==> src/rtl/puf_pkg.sv <==
// Shared types and constants for the PUF challenge/response verifier.
package puf_pkg;

  typedef enum logic [2:0] {
    IDLE,
    ISSUE,
    WAIT_BUSY,
    WAIT_DONE,
    CAPTURE,
    FINISH
  } state_e;

  localparam int unsigned MAX_CRP = 16;

  localparam logic [6:0] BASE_CHAL [MAX_CRP] = '{
    7'h13, 7'h2C, 7'h45, 7'h7A, 7'h06, 7'h59, 7'h31, 7'h6E,
    7'h1F, 7'h48, 7'h27, 7'h70, 7'h0B, 7'h54, 7'h3D, 7'h62
  };

endpackage

==> src/rtl/puf_verifier_popcount8.sv <==
// Combinational Hamming weight of an 8-bit word.
module popcount8 (
  input  logic [7:0] data_i,
  output logic [3:0] count_o
);

  always_comb begin
    count_o = '0;
    for (int i = 0; i < 8; i++) begin
      count_o = count_o + {3'b000, data_i[i]};
    end
  end

endmodule

==> src/rtl/puf_verifier.sv <==
// Enrols a table of PUF responses and later verifies fresh responses against it
// by accumulated Hamming distance.
module puf_verifier
  import puf_pkg::*;
#(
  parameter int unsigned NUM_CRP       = 8,
  parameter int unsigned HD_THRESHOLD  = 6,
  parameter int unsigned START_TIMEOUT = 16,
  parameter int unsigned RESP_TIMEOUT  = 32'h0A00_0000
) (
  input  logic       CLK,
  input  logic       RESET,
  input  logic       START,
  input  logic       ENROLL,
  output logic [7:0] PUF_CHALLENGE,
  input  logic [7:0] PUF_RESPONSE,
  input  logic       PUF_DONE,
  output logic       BUSY,
  output logic       RESULT_VALID,
  output logic       PASS,
  output logic       FAIL,
  output logic       ERROR,
  output logic       ENROLLED,
  output logic [6:0] HD_TOTAL
);

  localparam logic [3:0]  LastIdx  = 4'(NUM_CRP - 1);
  localparam logic [31:0] StartTmo = 32'(START_TIMEOUT);
  localparam logic [31:0] RespTmo  = 32'(RESP_TIMEOUT);

  state_e      state_q, state_d;
  logic [3:0]  idx_q, idx_d;
  logic [31:0] tmo_q, tmo_d;
  logic        mode_q, mode_d;
  logic [6:0]  hd_q, hd_d;
  logic        pass_q, pass_d;
  logic        fail_q, fail_d;
  logic        err_q, err_d;
  logic        enrolled_q, enrolled_d;
  logic [7:0]  chal_q, chal_d;
  logic        par_q, par_d;
  logic        tbl_we;

  logic [7:0]  table_q [MAX_CRP];
  logic [3:0]  pc;
  logic [7:0]  hd_sum;
  logic [6:0]  hd_sat;

  popcount8 u_popcount (
    .data_i  (PUF_RESPONSE ^ table_q[idx_q]),
    .count_o (pc)
  );

  assign hd_sum = {1'b0, hd_q} + {4'b0000, pc};
  assign hd_sat = hd_sum[7] ? 7'h7F : hd_sum[6:0];

  always_comb begin
    state_d    = state_q;
    idx_d      = idx_q;
    tmo_d      = tmo_q + 32'd1;
    mode_d     = mode_q;
    hd_d       = hd_q;
    pass_d     = pass_q;
    fail_d     = fail_q;
    err_d      = err_q;
    enrolled_d = enrolled_q;
    chal_d     = chal_q;
    par_d      = par_q;
    tbl_we     = 1'b0;

    unique case (state_q)
      IDLE: begin
        if (START) begin
          mode_d = ENROLL;
          idx_d  = '0;
          hd_d   = '0;
          pass_d = 1'b0;
          fail_d = 1'b0;
          err_d  = 1'b0;
          if (ENROLL) begin
            enrolled_d = 1'b0;
          end
          if (!ENROLL && !enrolled_q) begin
            err_d   = 1'b1;
            state_d = FINISH;
          end else begin
            state_d = ISSUE;
          end
        end
      end
      ISSUE: begin
        // Top bit forces the overall parity to flip so the PUF always sees a new request.
        chal_d  = {~par_q ^ (^BASE_CHAL[idx_q]), BASE_CHAL[idx_q]};
        par_d   = ~par_q;
        state_d = WAIT_BUSY;
      end
      WAIT_BUSY: begin
        if (!PUF_DONE) begin
          state_d = WAIT_DONE;
        end else if (tmo_q + 32'd1 >= StartTmo) begin
          err_d   = 1'b1;
          state_d = FINISH;
        end
      end
      WAIT_DONE: begin
        if (PUF_DONE) begin
          state_d = CAPTURE;
        end else if (tmo_q + 32'd1 >= RespTmo) begin
          err_d   = 1'b1;
          state_d = FINISH;
        end
      end
      CAPTURE: begin
        if (mode_q) begin
          tbl_we = 1'b1;
        end else begin
          hd_d = hd_sat;
        end
        if (idx_q == LastIdx) begin
          state_d = FINISH;
          if (mode_q) begin
            enrolled_d = 1'b1;
          end else begin
            pass_d = (32'(hd_d) <= HD_THRESHOLD);
            fail_d = ~pass_d;
          end
        end else begin
          idx_d   = idx_q + 4'd1;
          state_d = ISSUE;
        end
      end
      FINISH: begin
        state_d = IDLE;
      end
      default: begin
        state_d = IDLE;
      end
    endcase

    if (state_d != state_q) begin
      tmo_d = '0;
    end
  end

  always_ff @(posedge CLK) begin
    if (RESET) begin
      state_q    <= IDLE;
      idx_q      <= '0;
      tmo_q      <= '0;
      mode_q     <= 1'b0;
      hd_q       <= '0;
      pass_q     <= 1'b0;
      fail_q     <= 1'b0;
      err_q      <= 1'b0;
      enrolled_q <= 1'b0;
      chal_q     <= 8'h00;
      par_q      <= 1'b0;
    end else begin
      state_q    <= state_d;
      idx_q      <= idx_d;
      tmo_q      <= tmo_d;
      mode_q     <= mode_d;
      hd_q       <= hd_d;
      pass_q     <= pass_d;
      fail_q     <= fail_d;
      err_q      <= err_d;
      enrolled_q <= enrolled_d;
      chal_q     <= chal_d;
      par_q      <= par_d;
    end
  end

  // Table contents survive reset; ENROLLED alone marks them valid.
  always_ff @(posedge CLK) begin
    if (tbl_we) begin
      table_q[idx_q] <= PUF_RESPONSE;
    end
  end

  assign PUF_CHALLENGE = chal_q;
  assign BUSY          = (state_q != IDLE);
  assign RESULT_VALID  = (state_q == FINISH);
  assign PASS          = pass_q;
  assign FAIL          = fail_q;
  assign ERROR         = err_q;
  assign ENROLLED      = enrolled_q;
  assign HD_TOTAL      = hd_q;

endmodule

==> config.mk <==
export PLATFORM = sky130hd
export DESIGN_NAME = puf_verifier
export DESIGN_NICKNAME = d
export VERILOG_FILES = /design/src/rtl/puf_pkg.sv /design/src/rtl/puf_verifier_popcount8.sv /design/src/rtl/puf_verifier.sv
export SDC_FILE = /design/constraint.sdc
export NUM_CORES = 1
export LEC_CHECK = 0
export ABC_CLOCK_PERIOD_IN_PS = 9500
export CORE_ASPECT_RATIO = 1.2
export CORE_MARGIN = 8
export CORE_UTILIZATION = 31
export CTS_CLUSTER_DIAMETER = 60
export DETAILED_ROUTE_END_ITERATION = 8
export HOLD_SLACK_MARGIN = 0.02
export PLACE_DENSITY = 0.51
export SLEW_MARGIN = 25
export SYNTH_ARGS = -nofsm -noshare
export SYNTH_HDL_FRONTEND = slang
export SYNTH_SLANG_ARGS = --single-unit
==> constraint.sdc <==
create_clock -name CLK -period 9.5 [get_ports CLK]
set_clock_uncertainty 0.2 [all_clocks]
set_input_delay 1.9 -clock CLK [delete_from_list [all_inputs] [get_ports CLK]]
set_output_delay 1.9 -clock CLK [all_outputs]
set_load 0.02 [all_outputs]
==> results of run 1 <==
registers in the layout, summed over array words and instances, names as in the netlist, named ones only:
register / flops
tmo_q: 32
FAIL: 1
idx_q: 4
PUF_CHALLENGE: 8
state_q: 3
mode_q: 1
table_q: 128
ENROLLED: 1
ERROR: 1
HD_TOTAL: 7
par_q: 1
PASS: 1
final cells by class:
cell class	instances	area (um2)	area share
Timing Repair Buffer	39	375.4	0.03667
Tap cell	385	481.7	0.04706
Clock buffer	17	425.4	0.04156
Multi-Input combinational cell	430	3562	0.3480
Clock inverter	15	182.7	0.01785
Inverter	22	82.58	0.008067
Sequential cell	192	5126	0.5008
worst max-delay path, delay by kind of cell:
kind	cells	cell delay [ps]
fa+ha+maj	6	2660
xor+xnor	1	280
simple gates	1	330
buf+inv	3	810
compound gates	7	1380
power by group through the flow:
| stage | combinational (uW) | sequential (uW) | clock [uW] |
|---|---|---|---|
| after global routing | 198 | 916 | 786 |
| final | 175 | 914 | 735 |
| after floorplan | 125 | 933 | 0 |
| after detailed placement | 179 | 934 | 0 |
| after global placement | 179 | 933 | 0 |
| after CTS | 180 | 914 | 757 |
logic make-up after synthesis:
kind of cell	after synthesis
buffers and inverters	63
AOI/OAI and AO/OA	104
adders and majority gates	18
muxes	50
DFF	192
xor gates and xnor gates	48
and+or+nand+nor	210
final timing paths:
| kind | start | to | slack, ps | cells after the start |
|---|---|---|---|---|
| worst max-delay path | PUF_RESPONSE[0] | FAIL | 2270 | 18 |
| worst max register to register | register | FAIL | 2620 | 20 |
| worst min-delay path | PASS | PASS | 280 | 2 |
| worst min register to register | PASS | PASS | 280 | 2 |
metrics by stage:
stage                     total power, uW  hold WS (ps)
after global routing                 1900         312.7
after CTS                            1851         290.4
after global placement               1113         265.6
final                                1824         282.8
after detailed placement             1113         266.6
after floorplan                      1059         274.0
cell usage in the layout (no fill, tap or decap), types with 7 or more instances in the layout:
cell type,count
nand3_1,27
nor2_1,45
mux2i_1,10
ha_1,13
clkdlybuf4s50_1,33
dfxtp_1,63
clkbuf_16,17
xor2_1,18
nand2_1,44
nor2_2,7
nor3_1,16
a21oi_1,27
xnor2_1,30
nand4_1,15
mux4_2,40
o21ai_0,15
a21oi_2,15
edfxtp_1,128
a211oi_1,7
inv_1,22
per-layer routing:
| metal | up-vias | track usage | wire (um) |
|---|---|---|---|
| met3 | 16 | 0.01952 | 523 |
| li1 | 2605 | - | - |
| met5 | - | 0 | 0 |
| met4 | 0 | 0.04044 | 245 |
| met1 | 2736 | 0.1493 | 8530 |
| met2 | 74 | 0.2140 | 10690 |
==> reports/results.tsv, run 1 <==
metric	value	unit
Slew Limit Headroom	0.2943	
Hold Crit Class	reg2reg	
peak supply drop	0.1028	mV
pre-CTS setup slack	1838	ps
placed cells	1068	
mean number of vias per cell	4.937	
crit path capture type	register	
top post-synthesis cells by area	edfxtp_1 43%, dfxtp_1 14%, mux4_2 10%	
Pre-antenna DRT Iters	6	
number of setup buffers added after CTS	0	
RSZ-0062 raised after global routing	false	
sequential power share	0.501	
Yosys top cell area share	0.4301	
Slowest-stage cell, CP	clkdlybuf4s50_1	
TNS Setup	0	ps
min cycle time layout	7232	ps
largest net degree at the start of global routing	33	
Global Route Usage Sum	0.1220	
Final setup viols	0	
Ports	34	
Clock power frac	0.403	
CTS tree	yes	
HPWL Detailed	13.21	mm
CP max stage delay	690	ps
combinational cell fraction of total power	0.096	
switching power total	471.5	uW
Buffers on Ports	33	
Max Slew Vio Count	0	
Initial Util	0.3126	
largest family of logic cells by synthesized area	simple AND/OR/NAND/NOR gates	
MaxCap Viol Count	0	
# nets final	733	
area of the core	28590	um2
post-synthesis xor/xnor area fraction	0.04705	
Worst Path Arrival	7360	ps
EDFF count, synth	128	
ys async rst share	0	
Antenna Violating Nets Remaining	0	
Worst-path clk slew	70	ps
Avg Inst Size Synth	13.05	um2
Synth Warn #	0	
most frequent cell after synthesis	edfxtp_1	
Simple-Gate Fraction of Synth Area	0.1252	
final hold vios	0	
Top cell by count, worst path	fa_1	
Worst Setup Slack, final	2268	ps
synthesized area	8936	um2
DP Area	9628	um2
htree depth	4	
die width	171.0	um
worst slew pin tran	1053	ps
Leak Pwr	0.003177	uW
Synth Area in Adders	0.02940	
clock root cell	clkbuf_16	
Switching Fraction	0.2584	
Vias	5431	
final WL	19.99	mm
mux contribution to synthesized area	0.1120	
top cell type by total area after synthesis	edfxtp_1	
fmax	0.1383	GHz
row cnt	68	
ys flop type	edfxtp_1	
post-route cell area	10240	um2
clock sink total	192	
P&R area growth vs syn	14.55	%
First DRT Iteration DRCs	373	
clock latency on the worst-skew pair	440	ps
outcome	complete, no violations	
Startpoint Class	input pin	
Distinct cells, synth	64	
post-synthesis sequential area ratio	0.5735	
Commonest cells post-synth	128 x edfxtp_1, 64 x dfxtp_1, 51 x nor2_1	
number of diodes	0	
Synth Area in Compound Gates	0.08037	
Setup CP Type	in2reg	
FILL cells	2828	
fin cells	1100	
flops & latches, synth	192	
routed len/inst	18.17	um
P_int	1353	uW
final core occ	0.3581	
CTS resizes	0	
Required @ worst endpoint	9630	ps
clock buffer count from CTS	17	
Max Root-Sink Buffers	2	
first-pass GRT wire length	32.33	mm
initial antenna violation count	0	
crit path cell chain	clkdlybuf4s50_1 -> xor2_1 -> ha_1 -> fa_1 -> inv_1 -> fa_1 -> fa_1 -> fa_1 -> inv_1 -> ha_1 -> a21o_1 -> a21o_1 -> a21oi_1 -> o21ai_0 -> o22a_1 -> nor4b_1 -> a21oi_1 -> a21o_1	
layout cells sized above 1	0.1678	
die area	34540	um2
peak fanout along the critical path	17	
Net Count, Synth	716	
Mapped Cells	685	
grt total ovfl	0	
gpl congestion	0.7631	
number of global-route vias before repair	5472	
pwr dens	178.2	nW/um2
chip height	202.0	um
cts hold-fix bufs	0	
fin crit share	0.7613	
Post-route DRC	0	
(Power assumes the default switching activity.)
==> run 2, diff against run 1 <==
--- a/config.mk
+++ b/config.mk
@@ -5,7 +5,7 @@
 export SDC_FILE = /design/constraint.sdc
 export NUM_CORES = 1
 export LEC_CHECK = 0
-export ABC_CLOCK_PERIOD_IN_PS = 9500
+export ABC_CLOCK_PERIOD_IN_PS = 6900
 export CORE_ASPECT_RATIO = 1.2
 export CORE_MARGIN = 8
 export CORE_UTILIZATION = 31
==> constraint.sdc (replaced) <==
create_clock -name CLK -period 6.9 [get_ports CLK]
set_clock_uncertainty 0.2 [all_clocks]
set_input_delay 1.38 -clock CLK [delete_from_list [all_inputs] [get_ports CLK]]
set_output_delay 1.38 -clock CLK [all_outputs]
set_load 0.02 [all_outputs]
==> reports/results.tsv, run 2 (synthesis gave the netlist of run 1 again) <==
metric	value	unit
Ports	34	
area of the core	28590	um2
grt total ovfl	0	
die area	34540	um2
number of diodes	0	
# nets final	747	
crit path capture type	register	
total power	2513	uW
Worst Path Arrival	6560	ps
First DRT Iteration DRCs	263	
mean number of vias per cell	4.912	
CTS tree	yes	
chip height	202.0	um
row cnt	68	
Slew Limit Headroom	0.3542	
DR WL met2	9.923	mm
Startpoint Class	register	
FILL cells	2811	
DP Area	9712	um2
min cycle time layout	6427	ps
Pre-antenna DRT Iters	5	
final core occ	0.3605	
commonest non-fill, non-tap cells in the layout	128 x edfxtp_1, 63 x dfxtp_1, 51 x nor2_1	
Final setup viols	0	
first-pass GRT wire length	31.42	mm
crit path cell chain	mux4_2 -> mux4_2 -> xor2_1 -> ha_1 -> fa_1 -> inv_1 -> fa_1 -> fa_1 -> fa_1 -> inv_1 -> ha_1 -> a21o_1 -> a21o_1 -> a21oi_1 -> o21ai_0 -> o22a_1 -> nor4b_1 -> a21oi_1 -> a21o_1	
peak supply drop	0.1484	mV
Hold Crit Class	reg2reg	
CP max stage delay	620	ps
Max Root-Sink Buffers	2	
Worst R2R Setup Slack	470	ps
MaxCap Viol Count	0	
met3 wire length	586	um
P&R area growth vs syn	15.32	%
clock root cell	clkbuf_16	
pwr dens	243.8	nW/um2
CTS resizes	0	
Leak Pwr	0.003251	uW
RSZ-0062 raised after global routing	false	
Top cell by count, worst path	fa_1	
peak fanout along the critical path	9	
highest routed layer	met4	
final WL	19.32	mm
layout cells sized above 1	0.1742	
Post-route DRC	0	
M1 WL	8.362	mm
number of global-route vias before repair	5513	
Slowest-stage cell, CP	dfxtp_1	
outcome	complete, no violations	
fin crit share	0.9315	
Max Slew Vio Count	0	
Global Route Usage Sum	0.1168	
final hold vios	0	
htree depth	4	
Vias	5472	
gpl congestion	0.7617	
Worst Reg-to-Reg Cells	19	
Antenna Violating Nets Remaining	0	
Initial Util	0.3126	
largest net degree at the start of global routing	30	
fmax	0.1556	GHz
routed len/inst	17.34	um
Worst Setup EP	FAIL	
die width	171.0	um
HPWL Detailed	13.49	mm
post-route cell area	10300	um2
clock latency on the worst-skew pair	440	ps
cts hold-fix bufs	0	
clock buffer count from CTS	17	
Largest Register	table_q	
Setup CP Type	reg2reg	
Buffers on Ports	33	
number of setup buffers added after CTS	0	
FF-to-FF End	FAIL	
Required @ worst endpoint	7030	ps
Worst-path clk slew	70	ps
max reg flops	128	
worst slew pin tran	960.8	ps
clock sink total	192	
TNS Setup	0	ps
most common cell after layout, fill and taps aside	edfxtp_1	
initial antenna violation count	0	
## run 2: how the worst min path moves through the flow
stage	from	to	slack (ps)	cells past startpoint
floorplan	tmo_q[0]	tmo_q[0]	270	1
global placement	PASS	PASS	270	2
detailed placement	PASS	PASS	270	2
CTS	PASS	PASS	280	2
global route	PASS	PASS	300	2
finish	PASS	PASS	280	2
## run 2: layout make-up
| class | instances | area [um2] | share of cell area |
|---|---|---|---|
| Clock buffer | 18 | 429.2 | 0.04165 |
| Clock inverter | 14 | 161.4 | 0.01566 |
| Inverter | 22 | 82.58 | 0.008014 |
| Multi-Input combinational cell | 430 | 3541 | 0.3436 |
| Sequential cell | 192 | 5129 | 0.4977 |
| Tap cell | 385 | 481.7 | 0.04675 |
| Timing Repair Buffer | 53 | 480.5 | 0.04662 |
## run 2: routing by layer
layer / global-route usage / vias to the layer above
met2: 0.1977 / 87
li1: - / 2640
met4: 0.04479 / 0
met3: 0.02830 / 35
met5: 0 / -
met1: 0.1408 / 2710
## run 2: critical path, delay by kind of cell (launching register included)
family	cells	cell delay [ps]
AO/OA/AOI/OAI	7	1360
XOR/XNOR	1	160
adder cells (fa/ha/maj)	6	2640
buffers and inverters	2	100
flip-flops	1	620
multiplexers	2	900
AND/OR/NAND/NOR	1	330
## run 2: through the flow
stage / hold slack, ps / setup slack, ps / std cells
2_1_floorplan: 274.0 / 170.1 / 685
3_3_place_gp: 273.9 / 163.4 / 1082
5_1_grt: 299.4 / 59.24 / 1114
4_1_cts: 281.9 / 285.9 / 1114
3_5_place_dp: 266.1 / 113.1 / 1082
6_report: 277.3 / 472.8 / 1114
## run 2: where the power goes
part           leakage, uW  internal, uW  total (uW)  switching (uW)
clock network     0.000293           521        1010             485
registers          0.00167          1240        1260            21.3
logic              0.00129           107         248             141
